**src/rtl/stream_bus_frontend.sv**
```systemverilog
// Bridge from a request/response bus port to the FT232H command/response byte FIFOs.
// Serialises commands, reassembles responses, aborts stalled responses and drains stray bytes.
module stream_bus_frontend #(
  parameter int ADDR_W  = 32,
  parameter int DATA_W  = 64,
  parameter int TIMEOUT = 65535
) (
  input  logic              clk,
  input  logic              rst_n,
  input  logic              req_valid,
  output logic              req_ready,
  input  logic              req_write,
  input  logic [ADDR_W-1:0] req_addr,
  input  logic [DATA_W-1:0] req_wdata,
  output logic              rsp_valid,
  input  logic              rsp_ready,
  output logic [DATA_W-1:0] rsp_data,
  output logic              rsp_err,
  input  logic              c_full,
  output logic              c_wr_en,
  output logic [7:0]        c_din,
  input  logic              r_empty,
  output logic              r_rd_en,
  input  logic [7:0]        r_dout,
  output logic [7:0]        stray_cnt
);
  localparam int A    = ADDR_W / 8;
  localparam int D    = DATA_W / 8;
  localparam int MAXB = (A > D) ? A : D;
  localparam int CW   = $clog2(MAXB + 1);
  localparam int TW   = (TIMEOUT > 0) ? $clog2(TIMEOUT + 1) : 1;
  localparam logic [TW-1:0] TO_MAX  = TW'(TIMEOUT);
  localparam logic [TW-1:0] TO_LAST = TW'((TIMEOUT > 0) ? TIMEOUT - 1 : 0);

  typedef enum logic [2:0] {
    S_IDLE, S_HDR, S_ADDR, S_WDATA, S_RDATA, S_STATUS, S_RESP
  } state_t;

  state_t            state_reg;
  logic              write_reg;
  logic [ADDR_W-1:0] addr_reg;
  logic [DATA_W-1:0] wdata_reg;
  logic [DATA_W-1:0] rdata_reg;
  logic [CW-1:0]     byte_cnt_reg;
  logic [CW-1:0]     cap_lane_reg;
  logic              cap_pend_reg;
  logic [TW-1:0]     to_cnt_reg;
  logic              stray_pend_reg;
  logic [7:0]        stray_cnt_reg;
  logic              rsp_valid_reg;
  logic              rsp_err_reg;
  logic [DATA_W-1:0] rsp_data_reg;

  logic [7:0] addr_byte  [A];
  logic [7:0] wdata_byte [D];

  genvar gi;
  generate
    for (gi = 0; gi < A; gi++) begin : g_addr_byte
      assign addr_byte[gi] = addr_reg[gi*8 +: 8];
    end
    for (gi = 0; gi < D; gi++) begin : g_wdata_byte
      assign wdata_byte[gi] = wdata_reg[gi*8 +: 8];
    end
  endgenerate

  logic          cmd_state;
  logic          rsp_state;
  logic          issue_ok;
  logic          drain;
  logic          last_cap;
  logic          abort;
  logic [CW-1:0] cmd_last_idx;
  logic [CW-1:0] rsp_need;
  logic [CW-1:0] rsp_last_idx;

  always_comb begin
    cmd_last_idx = '0;
    rsp_need     = '0;
    rsp_last_idx = '0;
    c_din        = 8'h00;
    case (state_reg)
      S_HDR:   c_din = write_reg ? 8'h02 : 8'h01;
      S_ADDR: begin
        cmd_last_idx = CW'(A - 1);
        for (int i = 0; i < A; i++)
          if (byte_cnt_reg == CW'(i)) c_din = addr_byte[i];
      end
      S_WDATA: begin
        cmd_last_idx = CW'(D - 1);
        for (int i = 0; i < D; i++)
          if (byte_cnt_reg == CW'(i)) c_din = wdata_byte[i];
      end
      S_RDATA: begin
        rsp_need     = CW'(D);
        rsp_last_idx = CW'(D - 1);
      end
      S_STATUS: rsp_need = CW'(1);
      default: ;
    endcase
  end

  assign cmd_state = (state_reg == S_HDR) || (state_reg == S_ADDR) || (state_reg == S_WDATA);
  assign rsp_state = (state_reg == S_RDATA) || (state_reg == S_STATUS);
  // A capture landing in the expiry cycle wins, so abort only fires with nothing in flight.
  assign abort     = rsp_state && (TIMEOUT > 0) && !cap_pend_reg && (to_cnt_reg == TO_LAST);
  assign issue_ok  = rsp_state && !r_empty && (byte_cnt_reg < rsp_need) && !abort;
  assign drain     = (state_reg == S_IDLE) && !r_empty;
  assign last_cap  = rsp_state && cap_pend_reg && (cap_lane_reg == rsp_last_idx);

  assign req_ready = (state_reg == S_IDLE) && r_empty;
  assign c_wr_en   = rst_n && cmd_state && !c_full;
  assign r_rd_en   = rst_n && (issue_ok || drain);
  assign rsp_valid = rsp_valid_reg;
  assign rsp_err   = rsp_err_reg;
  assign rsp_data  = rsp_data_reg;
  assign stray_cnt = stray_cnt_reg;

  always_ff @(posedge clk or negedge rst_n) begin
    if (!rst_n) begin
      state_reg     <= S_IDLE;
      write_reg     <= 1'b0;
      addr_reg      <= '0;
      wdata_reg     <= '0;
      rdata_reg     <= '0;
      byte_cnt_reg  <= '0;
      rsp_valid_reg <= 1'b0;
      rsp_err_reg   <= 1'b0;
      rsp_data_reg  <= '0;
    end else begin
      case (state_reg)
        S_IDLE: begin
          if (req_valid && req_ready) begin
            write_reg    <= req_write;
            addr_reg     <= req_addr;
            wdata_reg    <= req_wdata;
            rdata_reg    <= '0;
            byte_cnt_reg <= '0;
            state_reg    <= S_HDR;
          end
        end
        S_HDR, S_ADDR, S_WDATA: begin
          if (!c_full) begin
            if (byte_cnt_reg == cmd_last_idx) begin
              byte_cnt_reg <= '0;
              case (state_reg)
                S_HDR:   state_reg <= S_ADDR;
                S_ADDR:  state_reg <= write_reg ? S_WDATA : S_RDATA;
                default: state_reg <= S_STATUS;
              endcase
            end else begin
              byte_cnt_reg <= byte_cnt_reg + 1'b1;
            end
          end
        end
        S_RDATA, S_STATUS: begin
          if (cap_pend_reg && (state_reg == S_RDATA)) begin
            for (int i = 0; i < D; i++)
              if (cap_lane_reg == CW'(i)) rdata_reg[i*8 +: 8] <= r_dout;
          end
          if (last_cap) begin
            byte_cnt_reg <= '0;
            if (state_reg == S_RDATA) begin
              state_reg <= S_STATUS;
            end else begin
              state_reg     <= S_RESP;
              rsp_valid_reg <= 1'b1;
              rsp_err_reg   <= (r_dout != 8'h00);
              rsp_data_reg  <= ((r_dout != 8'h00) || write_reg) ? '0 : rdata_reg;
            end
          end else if (abort) begin
            byte_cnt_reg  <= '0;
            state_reg     <= S_RESP;
            rsp_valid_reg <= 1'b1;
            rsp_err_reg   <= 1'b1;
            rsp_data_reg  <= '0;
          end else if (issue_ok) begin
            byte_cnt_reg <= byte_cnt_reg + 1'b1;
          end
        end
        S_RESP: begin
          if (rsp_ready) begin
            rsp_valid_reg <= 1'b0;
            state_reg     <= S_IDLE;
          end
        end
        default: state_reg <= S_IDLE;
      endcase
    end
  end

  // Read-to-capture pipeline, idle timer and stray counter; IDLE reads never set the capture flag.
  always_ff @(posedge clk or negedge rst_n) begin
    if (!rst_n) begin
      cap_pend_reg   <= 1'b0;
      cap_lane_reg   <= '0;
      to_cnt_reg     <= '0;
      stray_pend_reg <= 1'b0;
      stray_cnt_reg  <= 8'h00;
    end else begin
      cap_pend_reg   <= issue_ok;
      stray_pend_reg <= drain;
      if (issue_ok) cap_lane_reg <= byte_cnt_reg;
      if (stray_pend_reg && (stray_cnt_reg != 8'hFF)) stray_cnt_reg <= stray_cnt_reg + 8'd1;
      if (!rsp_state || cap_pend_reg) to_cnt_reg <= '0;
      else if (to_cnt_reg != TO_MAX) to_cnt_reg <= to_cnt_reg + 1'b1;
    end
  end

endmodule
```
**config.mk**
```make
export PLATFORM = sky130hd
export DESIGN_NAME = stream_bus_frontend
export DESIGN_NICKNAME = d
export VERILOG_FILES = /design/src/rtl/stream_bus_frontend.sv
export SDC_FILE = /design/constraint.sdc
export NUM_CORES = 1
export LEC_CHECK = 0
export ABC_AREA = 1
export BUFFER_PORTS_ARGS = -buffer_cell sky130_fd_sc_hd__buf_4
export CAP_MARGIN = 30
export CORE_ASPECT_RATIO = 0.75
export CORE_MARGIN = 10
export CORE_UTILIZATION = 30
export DETAILED_ROUTE_END_ITERATION = 12
export PLACE_DENSITY = 0.51
export SLEW_MARGIN = 20
export SYNTH_ARGS = -nofsm -noshare
export SYNTH_HDL_FRONTEND = slang
export SYNTH_SLANG_ARGS = --single-unit
```
**constraint.sdc**
```tcl
create_clock -name clk -period 2.2 [get_ports clk]
set_input_delay 0.44 -clock clk [delete_from_list [all_inputs] [get_ports clk]]
set_output_delay 0.44 -clock clk [all_outputs]
set_load 0.02 [all_outputs]
```
==> summary.md, run 1 <==
| Metric | Value |
|---|---|
| Drt first pass iters | 5 |
| Detail Placement HPWL | roughly 27000 um |
| Final worst-path cycle share | 123% |
| Via/cell ratio | ~4.7 |
| Ys flop type | dfrtp_1 |
| P_leak | about 7.7 nW |
| Post-Synthesis Cells | around 1.5k |
| Worst-Margin Slew | roughly 760 ps |
| Core area | roughly 40000 um^2 |
| Critical Path AT | between 2000 and 2500 ps |
| Failing checks | setup timing |
| Gr usage total | about 15% |
| Cell mode on critical path | buf_6 |
| CP endpoint kind | primary output |
| Sequential area share after synthesis | around 55% |
| RSZ-0062 raised after global routing | true |
| IO Count | 196 |
| Core Rows | 63 |
| Final instance area | between 15000 and 20000 um^2 |
| Via Count | between 10k and 15k |
| Antenna diodes | 0 |
| Most frequent cells in the layout | nand2_1, dfrtp_1, buf_4 |
| Worst vdd ir | ~0.52 mV |
| DRC viols | 0 |
| Startpoint type of the worst setup path | register |
| Final Setup Violations | 9 |
| Syn_nets | 1583 |
| Slew margin rel. | roughly half |
| Worst Path Max Fanout | 8 |
| Wire per inst | about 17 um |
| Yosys cell types | 44 |
| Max_cap viols | 0 |
| Nets | around 1.8k |
| Synth warn | 0 |
| Cell area after placement | approximately 14000 um^2 |
| CTS tree | built |
| Total CTS buffers | 29 |
| Worst-path clk slew | roughly 60 ps |
| CP Cell Sequence | buf_6 -> ha_4 -> buf_4 -> nand3_2 -> buf_6 -> o21ai_1 -> inv_1 -> nand2_1 -> nand2_2 -> nand2_2 -> buf_6 |
| Num Clock Sinks | between 200 and 300 |
| Final Hold Fails | 0 |
| Number of flops mapped to enable cells by yosys | 0 |
| Clk_skew | 13.7 ps |
| Pins Over Slew Limit | 0 |
| Starting density of the core | a little under a third |
| Number of global-route vias before repair | 10.5k |
| Clock Path Buffers | 3 |
| Avg Cell Area, Syn | around 8.3 um^2 |
| Critical path class | reg -> out |
| Skew-Pair Late Insertion Delay | 570 ps |
| Fmax achieved | about 370 MHz |
| Htree depth | 1 |
| Die Area | a little under 50000 um^2 |
| Final GP Congestion | between 0.8 and 0.9 |
| Yosys reg bits | ~260 |
| Slowest CP cell | dfrtp_2 |
| Port bufs | about 200 |
| Die Wd | ~250 um |
| Worst path max stage delay | ~460 ps |
| Layout cells sized above 1 | 25.0% |
| Congestion Overflow GR | 0 |
| Area Growth Syn to Fin | 33.3% |
| CP required | 1760 ps |
| Overall power | between 20 and 25 mW |
| Asr flop ratio synth | between 90% and 100% |
| Pwr Density | approximately 1300 nW/um^2 |
| Crit path time final | about 2700 ps |
| Setup slack after layout | -503 ps |
| Die Ht | slightly below 200 um |
| Commonest non-fill, non-tap cell in the layout | nand2_1 |
| Post-layout util | 40.6% |
| Root Driver | clkbuf_16 |
| Final WL | about 38000 um |
| Largest net degree at the start of global routing | 180 |
| First-pass GRT wire length | around 60000 um |
| Status | finished with violations |
| Routed Antenna Nets | 0 |
| Initial detailed-routing violation count | between 800 and 900 |
| Hold Path Class | in -> reg |
| Setup TNS | -4180 ps |
| Synth Cell Area | 12100 um^2 |
| Initial antenna violation count | 0 |
## synthesized netlist by cell type, types with 2 or more instances
| cell | number | share of area [%] |
|---|---|---|
| nand2_1 | 449 | 14 |
| dfrtp_1 | 264 | 55 |
| o21ai_0 | 169 | 7.0 |
| inv_1 | 147 | 4.6 |
| nand3_1 | 116 | 4.8 |
| o21ai_1 | 71 | 2.9 |
| nor2_1 | 53 | 1.6 |
| buf_2 | 34 | 1.4 |
| a21oi_1 | 25 | 1.0 |
| clkbuf_1 | 25 | 0.78 |
| nand4_1 | 19 | 0.98 |
| ha_1 | 8 | 0.83 |
| o22ai_1 | 8 | 0.41 |
| nand2_4 | 7 | 0.65 |
| nor3_1 | 7 | 0.29 |
| inv_2 | 6 | 0.19 |
| xnor2_1 | 6 | 0.44 |
| nor4_1 | 5 | 0.26 |
| o211ai_1 | 5 | 0.31 |
| xor2_1 | 4 | 0.29 |
| buf_4 | 3 | 0.19 |
| clkbuf_2 | 3 | 0.12 |
| nand2_2 | 3 | 0.16 |
| or2_2 | 3 | 0.16 |
| a31o_2 | 2 | 0.15 |
| a31oi_1 | 2 | 0.10 |
| nor2_4 | 2 | 0.19 |
| o21bai_1 | 2 | 0.12 |
## metrics by stage
step                      hold slack (ps)  setup WS [ps]  std cells
final                                74.6           -503       2250
after detailed placement              255           -138       2168
after global placement                255          -98.8       2168
after global routing                 63.5           -632       2250
after floorplan                       144           51.3       1464
after CTS                            43.6           -541       2234
## critical path: cells and delay by family (launching register included)
family,cells,cell delay [ps]
buf+inv,5,660
flops,1,460
simple gates,4,350
fa+ha+maj,1,160
compound gates,1,60
## final timing paths
kind | start | to | slack, ps | depth (start not counted)
min | req_addr[21] | addr_reg[21] | 70 | 3
min in group asynchronous | rst_n | stray_cnt[1] | 290 | 2
max reg2reg | state_reg[1] | rsp_data[24] | 110 | 12
max | byte_cnt_reg[1] | c_din[3] | -500 | 11
min reg2reg | addr_reg[25] | addr_reg[25] | 470 | 2
max in group asynchronous | rst_n | rdata_reg[5] | 640 | 5
## power breakdown
| part | internal, mW | switching [mW] |
|---|---|---|
| combinational | 3.29 | 5.27 |
| clock | 3.10 | 2.06 |
| sequential | 6.84 | 1.17 |
## layout make-up
class	instances	area, um^2
fillers	4062	23500
flip-flops and latches	264	6610
multi-input cells	980	4920
repair buffers	278	2320
clock buffers	39	823
well taps	520	651
inverters	154	591
clock inverters	15	189
## timing repair
action,4_1_cts,5_1_grt
hold endpoints to repair,9,0
pin swaps,13,17
setup endpoints to repair,10,84
buffers inserted,10,15
gates resized for setup,83,49
gates cloned,1,2
hold buffers,1,0
## cells by family (layout without fill, tap and decap cells)
kind of cell	after synthesis	in the layout	synth area share, %
AOI/OAI and AO/OA	291	291	12.7
adders and majority gates	8	8	0.829
and+or+nand+nor	669	670	23.6
buffers and inverters	221	486	7.41
DFF	264	264	54.7
xor gates and xnor gates	10	10	0.725
muxes	1	1	0.0932
## per-layer routing
metal  track usage (%)  up-vias  wire [um]
li1                  -     5241          -
met1              22.2     5035      18900
met2              21.9      261      15900
met3              3.09       50       2220
met4              3.23        0        697
met5                 0        -          0
Note: power is estimated with default switching activity, not from simulation.
==> run 2, diff against run 1 <==
CORE_UTILIZATION = 51   (was 30)
PLACE_DENSITY = 0.78   (was 0.51)
==> run 2 against run 1 <==
The flow finishes with violations (hold timing, setup timing). Clock power shrank 13%. Critical path depth decreased by 1. Non-clock buffer count is 21 lower. Via count up 2.4%. Die area is 38% lower. Critical path type unchanged. Highest routed layer unchanged.
==> summary.md, run 2 (synthesized netlist as in run 1, its figures left out) <==
| Metric | Value |
|---|---|
| Final worst-path cycle share | 122% |
| Final instance area | ~15000 um^2 |
| Slowest CP cell | dfrtp_2 |
| Worst Path Max Fanout | 8 |
| CTS Hold Bufs | 0 |
| Routed Antenna Nets | 0 |
| Switching part of the total power | between 30% and 40% |
| Most frequent cells in the layout | nand2_1, dfrtp_1, buf_4 |
| Worst vdd ir | between 0.7 and 0.8 mV |
| Pins Over Slew Limit | 0 |
| Pwr Density | around 1400 nW/um^2 |
| Via Count | 10.8k |
| Cell area after placement | 14100 um^2 |
| Failing checks | hold timing, setup timing |
| Overall power | around 21 mW |
| RSZ-0062 raised after global routing | true |
| Via/cell ratio | 5.43 |
| Final GP Congestion | 0.946 |
| Largest net degree at the start of global routing | 159 |
| Number of global-route vias before repair | 10.4k |
| CP required | between 1500 and 2000 ps |
| Detail Placement HPWL | approximately 25000 um |
| IO Count | 196 |
| Part of the power in the clock network | a little over a fifth |
| Num Clock Sinks | 264 |
| CTS tree | built |
| Htree depth | 1 |
| Combinational share of power | between 40 and 50% |
| Initial antenna violation count | 0 |
| Core Rows | 48 |
| Worst path max stage delay | ~470 ps |
| Startpoint type of the worst setup path | register |
| Switching power | around 8.4 mW |
| Final WL | 35800 um |
| Antenna diodes | 0 |
| Gr usage total | 23.0% |
| Worst-path clk slew | 60 ps |
| Crit path max-delay family | simple AND/OR/NAND/NOR gates |
| Die Area | between 30000 and 40000 um^2 |
| Commonest non-fill, non-tap cell in the layout | nand2_1 |
| Setup TNS | -3890 ps |
| Initial detailed-routing violation count | roughly 1k |
| Root Driver | clkbuf_16 |
| Setup slack after layout | -486 ps |
| Worst-Margin Slew | ~840 ps |
| Die Wd | between 150 and 200 um |
| CP endpoint kind | primary output |
| Final Setup Violations | 9 |
| Non-Filler Instances | 1998 |
| Final Hold Fails | 3 |
| Starting density of the core | between 50% and 60% |
| Skew-Pair Late Insertion Delay | around 530 ps |
| Final hold slack | -4.52 ps |
| DRC viols | 0 |
| Drt first pass iters | 5 |
| Area Growth Syn to Fin | 28.0% |
| Sequential Power Share | 38.0% |
| Hold Path Class | in -> async |
| Congestion Overflow GR | 0 |
| Clk_skew | between 9 and 10 ps |
| Core area | between 20000 and 25000 um^2 |
| Internal Pwr Total | approximately 13 mW |
| Critical path class | reg -> out |
| Status | finished with violations |
| Port bufs | 195 |
| Total CTS buffers | 27 |
| First-pass GRT wire length | 56900 um |
| Critical Path AT | 2250 ps |
| Placed cell count | a little under 2k |
| Max_cap viols | 0 |
| Slew margin rel. | roughly 44% |
| CP Cell Sequence | inv_4 -> ha_4 -> nand2_2 -> buf_6 -> o22ai_1 -> nand2_1 -> nand3_1 -> nand3_1 -> nand2_2 -> buf_6 |
| Nets | roughly 1.8k |
| Fmax achieved | 372 MHz |
| Die Ht | around 150 um |
| Worst path bufs/invs | 3 |
| Wire per inst | approximately 18 um |
| P_leak | approximately 7.6 nW |
| Crit path time final | between 2000 and 3000 ps |
| Post-layout util | about 67% |
| Clock Path Buffers | 3 |
| Layout cells sized above 1 | 23.6% |
## run 2: changes by cell type in the layout (fill, tap and decap cells not counted), sizes merged
| cell | delta |
|---|---|
| buf | -19 |
| clkinv | -2 |
| bufinv | -2 |
| clkbuf | -5 |
| inv | -3 |
| clkinvlp | +1 |
| nand2 | -1 |
| dlygate4sd3 | -1 |
## run 2: power groups by stage
stage / sequential, mW / clock, mW / combinational (mW)
global route: 8.27 / 4.76 / 9.55
finish: 8.05 / 4.49 / 8.66
CTS: 8.00 / 4.54 / 8.26
detailed placement: 8.02 / 0 / 7.86
global placement: 7.97 / 0 / 7.69
floorplan: 8.53 / 0 / 4.06
## run 2: worst reg2reg max path: stages, from the launching register on
cell and delay [ps]:
dfrtp_1 400, buf_4 170, inv_4 70, nand2_8 80, nor2_1 150, nand3_1 100
nand2_1 100, nand2_2 90, nand3_1 290, nor2_1 70, nor2_1 280, nand2_1 100
nand2_1 90
## run 2: through the flow
step	hold WS (ps)	setup WS [ps]
floorplan	144	51.3
global placement	456	6.91
detailed placement	464	-69.1
CTS	27.2	-407
global route	51.7	-591
finish	-4.52	-486
## run 2: final timing paths
kind	from	to	slack, ps	cells after the start
setup / recovery	byte_cnt_reg[1]	c_din[7]	-490	10
hold / removal	rst_n	stray_cnt[3]	-5	2
setup reg to reg	state_reg[1]	byte_cnt_reg[3]	130	12
hold reg to reg	addr_reg[27]	addr_reg[27]	480	2
max in group asynchronous	rst_n	byte_cnt_reg[1]	1520	2
min in group clk	req_wdata[19]	wdata_reg[19]	110	3
## run 2: repair_timing
item | in CTS | in global routing
pin swaps | 11 | 25
cloned | 1 | 0
resized for setup | 70 | 49
setup endpoints to repair | 9 | 20
buffers inserted | 6 | 9
## run 2: layout make-up
cell class | instances | area [um^2]
clock inverter | 9 | 104
timing repair buffer | 257 | 2130
fill | 1856 | 7720
sequential | 264 | 6610
multi-input combinational | 979 | 4900
inverter | 154 | 598
tap | 300 | 375
clock buffer | 35 | 746
## run 2: per-layer routing
layer	routed length [um]	up-vias	GRT usage, %
met5	0	-	0
met4	605	0	3.80
met3	2970	49	5.02
met2	15400	394	33.0
met1	16700	5225	35.0
li1	-	5172	-
